===== config.mk =====
export PLATFORM = sky130hd
export DESIGN_NAME = interrupt_controller_flat
export DESIGN_NICKNAME = d
export VERILOG_FILES = /design/src/rtl/irq_ctrl_pkg.sv /design/src/rtl/interrupt_controller_if.sv /design/src/rtl/irq_priority_select.sv /design/src/rtl/interrupt_controller.sv /design/src/flat_wrapper.sv
export SDC_FILE = /design/constraint.sdc
export NUM_CORES = 1
export LEC_CHECK = 0
export CORE_UTILIZATION = 50
export DETAILED_ROUTE_END_ITERATION = 6
export GPL_TIMING_DRIVEN = 0
export PLACE_DENSITY = 0.74
export SYNTH_ARGS = -nofsm -noshare
export SYNTH_HDL_FRONTEND = slang
export SYNTH_SLANG_ARGS = --single-unit

===== constraint.sdc =====
create_clock -name CLK -period 4.1 [get_ports CLK]
set_input_delay 1.025 -clock CLK [delete_from_list [all_inputs] [get_ports CLK]]
set_output_delay 1.025 -clock CLK [all_outputs]
set_load 0.02 [all_outputs]

===== src/rtl/irq_ctrl_pkg.sv =====
// Shared constants, register map and FSM state type for interrupt_controller.
package irq_ctrl_pkg;

    localparam logic [2:0] REG_PENDING = 3'd0;
    localparam logic [2:0] REG_MASK    = 3'd1;
    localparam logic [2:0] REG_EDGE    = 3'd2;
    localparam logic [2:0] REG_AUTOVEC = 3'd3;
    localparam logic [2:0] REG_VBASE   = 3'd4;
    localparam logic [2:0] REG_RSVD    = 3'd5;
    localparam logic [2:0] REG_TIMER_L = 3'd6;
    localparam logic [2:0] REG_TIMER_H = 3'd7;

    localparam logic [7:0] SPURIOUS_VECTOR = 8'h18;
    localparam logic [7:0] VBASE_RESET     = 8'h40;

    typedef enum logic [1:0] {
        ST_IDLE,
        ST_REG_ACK,
        ST_IACK_ACK,
        ST_WAIT_AS
    } state_t;

    // Byte mask with one bit set per implemented source.
    function automatic logic [7:0] irq_bit_mask(input int n);
        logic [8:0] m;
        m = (9'd1 << n) - 9'd1;
        return m[7:0];
    endfunction

endpackage


===== src/rtl/interrupt_controller_if.sv =====
// 68000-side bus of the interrupt controller: strobes, register window, IACK response and IPL.
interface interrupt_controller_if;
    logic       CS_n;
    logic       AS_n;
    logic       LDS_n;
    logic       RW;
    logic [2:0] FC;
    logic [2:0] ADDR;
    logic [7:0] DATA_IN;
    logic [7:0] DATA_OUT;
    logic       DATA_OE;
    logic [2:0] IPL_n;
    logic       DTACK_n;
    logic       VPA_n;

    // Handshake: the CPU opens a cycle by pulling AS_n low; the slave answers with DTACK_n
    // or VPA_n one clock later, holds it while AS_n stays low, and releases it one clock
    // after AS_n rises. A cycle is accepted once; AS_n must go high before the next one.
    modport master (
        output CS_n, AS_n, LDS_n, RW, FC, ADDR, DATA_IN,
        input  DATA_OUT, DATA_OE, IPL_n, DTACK_n, VPA_n
    );

    modport slave (
        input  CS_n, AS_n, LDS_n, RW, FC, ADDR, DATA_IN,
        output DATA_OUT, DATA_OE, IPL_n, DTACK_n, VPA_n
    );
endinterface


===== src/rtl/irq_priority_select.sv =====
// Combinational priority pick: highest level among active sources, and the lowest-index
// active source whose level matches the acknowledged level.
module irq_priority_select #(
    parameter int          NUM_IRQ = 8,
    parameter logic [23:0] LEVELS  = 24'o76543210
) (
    input  logic [NUM_IRQ-1:0] active,
    input  logic [2:0]         iack_level,
    output logic [2:0]         max_level,
    output logic [2:0]         win_idx,
    output logic               win_valid
);

    logic [2:0] lvl;

    always_comb begin
        max_level = 3'd0;
        win_idx   = 3'd0;
        win_valid = 1'b0;
        lvl       = 3'd0;
        // Walk downwards so the lowest matching index is the one left standing.
        for (int i = NUM_IRQ - 1; i >= 0; i--) begin
            lvl = LEVELS[3*i +: 3];
            if (active[i] && (lvl != 3'd0) && (lvl == iack_level)) begin
                win_idx   = 3'(i);
                win_valid = 1'b1;
            end
            if (active[i] && (lvl > max_level)) begin
                max_level = lvl;
            end
        end
    end

endmodule


===== src/rtl/interrupt_controller.sv =====
// 68000 interrupt controller: latches, masks and prioritises up to 8 sources onto IPL_n
// and answers IACK cycles. Define IRQ_CTRL_TIMER_EN to turn source 0 into a periodic timer.
module interrupt_controller
    import irq_ctrl_pkg::*;
#(
    parameter int          NUM_IRQ        = 8,
    parameter logic [23:0] LEVELS         = 24'o76543210,
    parameter int          TIMER_PRESCALE = 100
) (
    input  logic                  CLK,
    input  logic                  RST,
    input  logic [NUM_IRQ-1:0]    IRQ_IN,
    interrupt_controller_if.slave bus,
    output state_t                fsm_state
);

    localparam logic [7:0] IMPL = irq_bit_mask(NUM_IRQ);

    state_t state_q, state_d;

    logic [NUM_IRQ-1:0] sync1_q, sync2_q, sync3_q;
    logic [7:0] pending_q, mask_q, edge_q, autovec_q, vbase_q;
    logic [7:0] sync_w, rise_w, edge_eff, set_vec, clear_vec;
    logic [7:0] pending_nxt, pending_view, active, ipl_active;
    logic [7:0] rd_data, iack_vector, data_q, timer_l_rd, timer_h_rd;
    logic [2:0] ipl_q, ipl_level, iack_max, win_idx, ipl_win_idx;
    logic       win_valid, ipl_win_valid, iack_auto;
    logic       oe_q, vpa_q, timer_fire;
    logic       reg_sel, iack_cyc, take_reg, take_iack, wr_en;
    logic       dtack, vpa, oe;

    assign sync_w = 8'(sync2_q);
    assign rise_w = 8'(sync2_q & ~sync3_q);

`ifdef IRQ_CTRL_TIMER_EN
    localparam logic [15:0] PRE_LAST = 16'(TIMER_PRESCALE - 1);

    logic [15:0] reload_q, count_q, pre_q, reload_wr;
    logic        timer_wr, tick;
    logic        unused_rise0;

    assign timer_wr   = wr_en && ((bus.ADDR == REG_TIMER_L) || (bus.ADDR == REG_TIMER_H));
    assign reload_wr  = (bus.ADDR == REG_TIMER_H) ? {bus.DATA_IN, reload_q[7:0]}
                                                  : {reload_q[15:8], bus.DATA_IN};
    assign tick       = (pre_q == PRE_LAST);
    // The counter sits at 0 for one tick before reloading, so the period is (reload+1) ticks.
    assign timer_fire = tick && !timer_wr && (reload_q != 16'd0) && (count_q == 16'd0);

    always_ff @(posedge CLK) begin
        if (RST) begin
            reload_q <= '0;
            count_q  <= '0;
            pre_q    <= '0;
        end else if (timer_wr) begin
            reload_q <= reload_wr;
            count_q  <= reload_wr;
            pre_q    <= '0;
        end else if (tick) begin
            pre_q <= '0;
            if (count_q == 16'd0) count_q <= reload_q;
            else                  count_q <= count_q - 16'd1;
        end else begin
            pre_q <= pre_q + 16'd1;
        end
    end

    assign edge_eff     = edge_q | 8'h01;
    assign set_vec      = {rise_w[7:1], timer_fire};
    assign timer_l_rd   = reload_q[7:0];
    assign timer_h_rd   = reload_q[15:8];
    assign unused_rise0 = rise_w[0];
`else
    logic [31:0] unused_prescale;

    assign edge_eff        = edge_q;
    assign set_vec         = rise_w;
    assign timer_fire      = 1'b0;
    assign timer_l_rd      = 8'h00;
    assign timer_h_rd      = 8'h00;
    assign unused_prescale = 32'(TIMER_PRESCALE);
`endif

    // Level sources read straight from the synchroniser; edge sources from the latch.
    assign pending_view = ((pending_q & edge_eff) | (sync_w & ~edge_eff)) & IMPL;
    assign active       = pending_view & mask_q;
    assign pending_nxt  = ((pending_q & ~clear_vec) | set_vec) & edge_eff & IMPL;
    assign ipl_active   = (pending_nxt | (sync_w & ~edge_eff)) & mask_q & IMPL;

    assign reg_sel   = !bus.CS_n && !bus.AS_n && !bus.LDS_n && (bus.FC != 3'b111);
    assign iack_cyc  = (bus.FC == 3'b111) && !bus.AS_n;
    assign take_reg  = (state_q == ST_IDLE) && reg_sel;
    assign take_iack = (state_q == ST_IDLE) && iack_cyc;
    assign wr_en     = take_reg && !bus.RW;

    assign clear_vec = ((wr_en && (bus.ADDR == REG_PENDING)) ? bus.DATA_IN : 8'h00)
                     | ((take_iack && win_valid) ? (8'h01 << win_idx) : 8'h00);

    irq_priority_select #(.NUM_IRQ(NUM_IRQ), .LEVELS(LEVELS)) u_ipl_sel (
        .active     (ipl_active[NUM_IRQ-1:0]),
        .iack_level (3'd0),
        .max_level  (ipl_level),
        .win_idx    (ipl_win_idx),
        .win_valid  (ipl_win_valid)
    );

    irq_priority_select #(.NUM_IRQ(NUM_IRQ), .LEVELS(LEVELS)) u_iack_sel (
        .active     (active[NUM_IRQ-1:0]),
        .iack_level (bus.ADDR),
        .max_level  (iack_max),
        .win_idx    (win_idx),
        .win_valid  (win_valid)
    );

    logic unused_sel;
    assign unused_sel = ^{ipl_win_idx, ipl_win_valid, iack_max};

    assign iack_auto   = win_valid && autovec_q[win_idx];
    assign iack_vector = win_valid ? (vbase_q + {5'b0, win_idx}) : SPURIOUS_VECTOR;

    always_comb begin
        rd_data = 8'h00;
        case (bus.ADDR)
            REG_PENDING: rd_data = pending_view;
            REG_MASK:    rd_data = mask_q;
            REG_EDGE:    rd_data = edge_q;
            REG_AUTOVEC: rd_data = autovec_q;
            REG_VBASE:   rd_data = vbase_q;
            REG_RSVD:    rd_data = 8'h00;
            REG_TIMER_L: rd_data = timer_l_rd;
            REG_TIMER_H: rd_data = timer_h_rd;
            default:     rd_data = 8'h00;
        endcase
    end

    always_ff @(posedge CLK) begin
        if (RST) begin
            sync1_q   <= '0;
            sync2_q   <= '0;
            sync3_q   <= '0;
            pending_q <= '0;
            mask_q    <= '0;
            edge_q    <= '0;
            autovec_q <= IMPL;
            vbase_q   <= VBASE_RESET;
            ipl_q     <= 3'b111;
            data_q    <= '0;
            oe_q      <= 1'b0;
            vpa_q     <= 1'b0;
        end else begin
            sync1_q   <= IRQ_IN;
            sync2_q   <= sync1_q;
            sync3_q   <= sync2_q;
            pending_q <= pending_nxt;
            ipl_q     <= ~ipl_level;
            if (wr_en) begin
                case (bus.ADDR)
                    REG_MASK:    mask_q    <= bus.DATA_IN & IMPL;
                    REG_EDGE:    edge_q    <= bus.DATA_IN & IMPL;
                    REG_AUTOVEC: autovec_q <= bus.DATA_IN & IMPL;
                    REG_VBASE:   vbase_q   <= bus.DATA_IN;
                    default:     ;
                endcase
            end
            if (take_reg) begin
                data_q <= bus.RW ? rd_data : 8'h00;
                oe_q   <= bus.RW;
                vpa_q  <= 1'b0;
            end else if (take_iack) begin
                data_q <= iack_auto ? 8'h00 : iack_vector;
                oe_q   <= !iack_auto;
                vpa_q  <= iack_auto;
            end
        end
    end

    always_ff @(posedge CLK) begin
        if (RST) state_q <= ST_IDLE;
        else     state_q <= state_d;
    end

    always_comb begin
        state_d = state_q;
        dtack   = 1'b0;
        vpa     = 1'b0;
        oe      = 1'b0;
        case (state_q)
            ST_IDLE: begin
                if (reg_sel)       state_d = ST_REG_ACK;
                else if (iack_cyc) state_d = ST_IACK_ACK;
            end
            ST_REG_ACK: begin
                dtack = 1'b1;
                oe    = oe_q;
                if (bus.AS_n) state_d = ST_WAIT_AS;
            end
            ST_IACK_ACK: begin
                dtack = !vpa_q;
                vpa   = vpa_q;
                oe    = oe_q;
                if (bus.AS_n) state_d = ST_WAIT_AS;
            end
            ST_WAIT_AS: state_d = ST_IDLE;
            default:    state_d = ST_IDLE;
        endcase
    end

    assign bus.DTACK_n  = !dtack;
    assign bus.VPA_n    = !vpa;
    assign bus.DATA_OE  = oe;
    assign bus.DATA_OUT = oe ? data_q : 8'h00;
    assign bus.IPL_n    = ipl_q;
    assign fsm_state    = state_q;

endmodule


===== src/flat_wrapper.sv =====
// flat-port wrapper written by rule: the top's interface ports become plain ports
module interrupt_controller_flat import irq_ctrl_pkg::*;
#(
    parameter int          NUM_IRQ        = 8,
    parameter logic [23:0] LEVELS         = 24'o76543210,
    parameter int          TIMER_PRESCALE = 100
)
  (CLK, RST, IRQ_IN, fsm_state, bus_CS_n, bus_AS_n, bus_LDS_n, bus_RW, bus_FC, bus_ADDR, bus_DATA_IN, bus_DATA_OUT, bus_DATA_OE, bus_IPL_n, bus_DTACK_n, bus_VPA_n);
  interrupt_controller_if bus_i ();
  input  logic CLK;
  input  logic RST;
  input  logic [NUM_IRQ-1:0] IRQ_IN;
  output state_t fsm_state;
  input wire logic [$bits(bus_i.CS_n)-1:0] bus_CS_n;
  input wire logic [$bits(bus_i.AS_n)-1:0] bus_AS_n;
  input wire logic [$bits(bus_i.LDS_n)-1:0] bus_LDS_n;
  input wire logic [$bits(bus_i.RW)-1:0] bus_RW;
  input wire logic [$bits(bus_i.FC)-1:0] bus_FC;
  input wire logic [$bits(bus_i.ADDR)-1:0] bus_ADDR;
  input wire logic [$bits(bus_i.DATA_IN)-1:0] bus_DATA_IN;
  output wire logic [$bits(bus_i.DATA_OUT)-1:0] bus_DATA_OUT;
  output wire logic [$bits(bus_i.DATA_OE)-1:0] bus_DATA_OE;
  output wire logic [$bits(bus_i.IPL_n)-1:0] bus_IPL_n;
  output wire logic [$bits(bus_i.DTACK_n)-1:0] bus_DTACK_n;
  output wire logic [$bits(bus_i.VPA_n)-1:0] bus_VPA_n;
  assign bus_i.CS_n = bus_CS_n;
  assign bus_i.AS_n = bus_AS_n;
  assign bus_i.LDS_n = bus_LDS_n;
  assign bus_i.RW = bus_RW;
  assign bus_i.FC = bus_FC;
  assign bus_i.ADDR = bus_ADDR;
  assign bus_i.DATA_IN = bus_DATA_IN;
  assign bus_DATA_OUT = bus_i.DATA_OUT;
  assign bus_DATA_OE = bus_i.DATA_OE;
  assign bus_IPL_n = bus_i.IPL_n;
  assign bus_DTACK_n = bus_i.DTACK_n;
  assign bus_VPA_n = bus_i.VPA_n;
  interrupt_controller #(.NUM_IRQ(NUM_IRQ), .LEVELS(LEVELS), .TIMER_PRESCALE(TIMER_PRESCALE)) u_core (.CLK(CLK), .RST(RST), .IRQ_IN(IRQ_IN), .bus(bus_i), .fsm_state(fsm_state));
endmodule

## After elaboration in Yosys (flattened, before gate mapping)

Cells that the tools add are included.

| storage, ports and cells | value |
|---|---|
| input port bits | 28 |
| bits in latches | 0 |
| bits in registers | 79 |
| bits in read-only memories | 0 |
| output and inout bits | 16 |
| RAM bits | 0 |
| logic and storage cells | 144 |
| memories | 0 |

| cells by class | value |
|---|---|
| div/mod/pow operators | 0 |
| reduce and logical (&&, ||, !) cells | 43 |
| multiply operators | 0 |
| $lt $le $gt $ge | 8 |
| shift operators | 1 |
| $add $sub $neg | 1 |
| bitwise operators | 15 |
| muxes and demuxes | 42 |
| equality and inequality tests | 21 |

Operators with widths:

| cell | count |
|---|---|
| $mux 8 | 8 |
| $and 8x8->8 | 7 |
| $pmux 8 s6 | 1 |
| $mux 3 | 15 |
| $or 8x8->8 | 4 |
| $logic_and 1x1->1 | 24 |
| $not 8->8 | 3 |
| $eq 3x3->1 const B | 5 |
| $eq 3x3->1 const A | 4 |
| $mux 1 | 12 |
| $reduce_and 2->1 | 5 |
| $gt 3x3->1 const A | 3 |
| $add 8x3->8 | 1 |
| $logic_not 1->1 | 8 |
| $shl 1x3->8 const A | 1 |
| $eq 2x3->1 const A | 2 |
| $eq 3x2->1 const B | 2 |
| $gt 1x3->1 const A | 2 |
| $gt 2x3->1 const A | 2 |
| $mux 2 | 3 |
| $pmux 2 s3 | 1 |
| $eq 2x2->1 const B | 2 |
| $lt 3x4->1 const B | 1 |
| $reduce_or 2->1 | 2 |
| 13 further kinds | 13 |

## Depth between registers and ports, before layout

Gate-level depths: netlist of the first run.

| depth | value |
|---|---|
| depth in word-level cells | 44 |
| mapped depth | 13 |
| depth with buffers taken out | 12 |

## Cells and area by module

From an unflattened synthesis of the first run, not the netlist that was laid out.

| unflattened totals | value |
|---|---|
| cell total of the unflattened synthesis | 481 |
| area total of the unflattened synthesis | 4232.8 um2 |

By module, submodules not included:

| module | instances | cells each | sequential area each (um2) | area each (um2) |
|---|---|---|---|---|
| interrupt_controller | 1 | 431 | 1581.5 | 3891.2 |
| irq_priority_select at u_core.u_ipl_sel | 1 | 27 | 0.0 | 188.9 |
| irq_priority_select at u_core.u_iack_sel | 1 | 23 | 0.0 | 152.6 |

## Worst setup path after synthesis of the first run

Ideal clock, no wire load.

| path | value |
|---|---|
| path type | input -> register |
| start | input bus_ADDR[1] |
| end | register u_core.data_q[7] |
| required time | 3.966 ns |
| slack | 0.743 ns |
| setup time | 0.134 ns |
| arrival | 3.223 ns |
| path buffers | 1 |
| stages on the path | 13 |
| path through | buf_6 and2_1 a32oi_4 and2_4 inv_1 ha_1 a21o_1 a21oi_1 nor2_1 and3_1 xor2_1 a41oi_1 a211oi_1 |

| on the way | value |
|---|---|
| longest elaborated chain between the ends | 15 |
| elaborated cells between the ends (all ways) | 47 |
| classes of those cells | add/sub: 1; eq/ne: 14; mux: 22; reduce/logical: 10 |

RTL lines:

| item | RTL line | source |
|---|---|---|
| start: declaration | flat_wrapper.sv:19 | `input wire logic [$bits(bus_i.ADDR)-1:0] bus_ADDR;` |
| branches (longest 14 deep; another with $add 8x3->8) | - |  |
| $mux 8 * | interrupt_controller.sv:164 | `if (take_reg) begin` |
| end signal: assignment | interrupt_controller.sv:165 | `data_q <= bus.RW ? rd_data : 8'h00;` |
| end signal: assignment | interrupt_controller.sv:169 | `data_q <= iack_auto ? 8'h00 : iack_vector;` |
| end: declaration | interrupt_controller.sv:25 | `logic [7:0] rd_data, iack_vector, data_q, timer_l_rd, timer_h_rd;` |

Mark *: on every way between the ends. The select of a mux whose other input is x is not followed.
A chain may end at the register's enable or synchronous reset.

## Worst setup path in the final report of the first run

| path | value |
|---|---|
| start | input bus_ADDR[0] |
| end | register u_core.data_q[7] |

Same word-level chain as after synthesis.

==> metrics.txt, run 1 <==
status finished clean; crit end category flop; initial antenna violation count 0; DP Cell Count 622; DRC 0; period utilization 95.69%; core box area 8217 um^2; share of post-route cells with drive strength above 1 10.51%; HPWL after DPL 8721 um; ys async rst share 0%; largest net degree at the start of global routing 14; post-CTS setup buffer count 0; GR met1 Demand/Resource 35.88%; HP Class flop to flop; CTS root buf clkbuf_8; post_cts resized 0; TritonCTS clock tree yes; Initial Util 51.79%; area of the die 8884 um^2; routed vias/inst 6.002; io pins 44; EDFF count, synth 0; warnings from Yosys 0; clock-pin slew on the worst setup and hold paths 0.08 ns; storage element area 1582 um^2; GRT Total Usage 28.08%; Worst Setup SP bus_ADDR[0]; Netlist cell types 77; hold slack 0.4410 ns; Hold Path Origin u_core.sync1_q[6]; syn nets 511; VDD IR-drop max 0.1543 mV; Synth Flop Type dfxtp_1; met2 Resource Use GR 45.71%; ANT cells 0; gpl congestion 0.9254; Slowest cell on crit path clkdlybuf4s50_1; row cnt 33; CP peak stage delay 0.61 ns; register area share after synthesis 37.17%; WL final 11630 um; footprint of the multi-input gates 2479 um^2; CP bufs+invs 2; fin. max-slew vios 0; crit-path cells clkdlybuf4s50_1 -> and2b_1 -> a32oi_4 -> and2_4 -> inv_1 -> ha_1 -> a21o_1 -> a21oi_1 -> nor2_1 -> and3_1 -> xor2_1 -> a41oi_1 -> a211oi_1; CP arrival 4.13 ns; relative slew slack 47.30%; vias in the first global route 3667; largest area contributor in the netlist dfxtp_1; number of fill cells 740; LEAKAGE 0.001916 uW; detailed router's first-iteration violation count 266; family with the most delay on the worst path compound AO/OA/AOI/OAI gates; Synth area leaders dfxtp_1 (37%), mux2i_1 (7.1%), nor2_1 (4.4%); clock skew 0.01075 ns; worst path required time 4.31 ns; type of the worst setup path input port to flop; final-stage net count 564; synthesis-to-finish area growth 17.08%; top cell type's share of synthesized area 37.17%; reg2reg start u_core.edge_eff[7]; total number of vias 3829; CTS Sinks 79; max_cap viols 0; GRT busiest layer met2; Crit. path cell count 13; hold buffer count at CTS 0; Pre-antenna DRT Iters 5; minimum clock period 3.923 ns; CTS Buf Count 9; worst-margin pin slew 0.7905 ns; final non-filler cell total 638; Cell Area, Synth 4255 um^2; H-tree lvl count 3; CTS max path bufs 2; antenna-violating nets left 0; clk_lat worst skew 0.35 ns; RSZ-0062 raised after global routing no; Hold Crit Depth 1; Crit Path Max Fanout 7; drt wl/cell 18.23 um; P per Cell Area 327.2 nW/um^2; routing usage on met3 5.259%; setup violators final 0; Max Freq 254.9 MHz; grt ovf 0; die extent in x 94.26 um; Syn Inst Count 475; Worst Reg-to-Reg Cells 12; Synth Register Bits 79; Hold Vio Cnt, Final 0; Die Ht 94.26 um; global-route wire length before repair 18590 um; syn_area_per_cell 8.959 um^2; Startpoint Class input port; input/output buffers 42
[registers in the layout, summed over array words and instances, names as in the netlist, 8 cells and up]
signal / flops
u_core.sync3_q: 8
u_core.vbase_q: 8
u_core.sync1_q: 8
u_core.pending_q: 8
u_core.autovec_q: 8
u_core.edge_eff: 8
u_core.data_q: 8
u_core.mask_q: 8
u_core.sync2_q: 8
[placed cells by master, fill, tap and decap left out, types with 10 or more instances in the layout]
cell type	count
dfxtp_1	79
nor2_1	50
clkdlybuf4s50_1	42
nand2_1	39
mux2i_1	30
inv_1	24
nor2b_1	24
and3_1	22
clkbuf_1	18
nand3_1	17
o21ai_0	16
a21oi_1	16
o22ai_1	11
clkbuf_8	10
[report_power, final]
part           leakage [uW]  switching, uW  total [uW]  internal (uW)
clock             0.0000853            283         519            235
sequential         0.000642           18.7         815            796
combinational       0.00119            171         296            125
[per-stage QoR]
step           power, uW  setup TNS (ns)  instance area [um^2]  utilization [%]  worst slack (ns)
2_1_floorplan       1015               0                  4255                -            0.7434
5_1_grt             1705               0                  4982            60.64           0.01097
3_3_place_gp        1120        -0.06831                  4807            58.50          -0.06831
6_report            1630               0                  4982            60.64            0.1767
3_5_place_dp        1129         -0.1505                  4807            58.50           -0.1505
4_1_cts             1643               0                  4982            60.64            0.1827
[Yosys cell counts (3+ instances only)]
master and count:
mux2i_1 30, nor2_1 50, ha_1 7, nor2b_1 24, a31oi_1 5, xnor2_1 5
o31ai_1 3, o211ai_1 5, a21oi_1 16, mux2_2 5, and2_1 5, clkbuf_1 17
nand2_1 39, o21ai_0 16, a211oi_1 7, nor4_2 3, buf_2 3, nand2b_1 3
nand3_1 17, dfxtp_1 79, and3_1 22, a41oi_1 4, inv_1 24, o21ai_1 3
a22oi_1 7, o22ai_1 11, nand4_1 3
[routing by layer]
layer,up-vias,share of wire [%]
met2,159,46
met4,0,3.4
met5,-,0
met3,30,7.4
li1,1800,-
met1,1840,43
[logic make-up (layout without fill, tap and decap cells)]
logic type / Yosys count / after routing / share of synthesized area, %
AND/OR/NAND/NOR: 193 / 193 / 25.46
AO/OA/AOI/OAI: 102 / 102 / 18.88
flip-flops: 79 / 79 / 37.17
buffers and inverters: 48 / 106 / 4.587
multiplexers: 39 / 39 / 10.14
adder cells (fa/ha/maj): 8 / 8 / 2.529
XOR/XNOR: 6 / 6 / 1.235
[worst paths after layout]
kind	endpoint	slack, ns
max	u_core.data_q[7]	0.18
min	u_core.sync2_q[6]	0.44
max reg2reg	u_core.data_q[7]	0.99
min reg2reg	u_core.sync2_q[6]	0.44
[cell type report]
class / instances / share of cell area [%]
Multi-Input combinational cell: 348 / 49.75
Tap cell: 105 / 2.637
Sequential cell: 79 / 31.74
Clock buffer: 11 / 2.838
Timing Repair Buffer: 42 / 8.438
Inverter: 24 / 1.808
Clock inverter: 5 / 0.6781
Buffer: 24 / 2.109
No activity file was read; power rests on OpenSTA's default activity.
==> run 2: changes to the inputs <==
==> constraint.sdc (replaced) <==
create_clock -name CLK -period 4.65 [get_ports CLK]
set_input_delay 1.1625 -clock CLK [delete_from_list [all_inputs] [get_ports CLK]]
set_output_delay 1.1625 -clock CLK [all_outputs]
set_load 0.02 [all_outputs]
==> results of run 2 <==
Same layout as run 1 (identical final DEF). Status: finished clean.
Main changes from that run: setup slack after placement -0.1505 ns -> 0.2620 ns; setup slack after layout 0.1767 ns -> 0.5892 ns; register-to-register setup slack 0.99 ns -> 1.54 ns; total power 1630 uW -> 1437 uW; worst IR drop on VDD 0.1543 mV -> 0.1360 mV
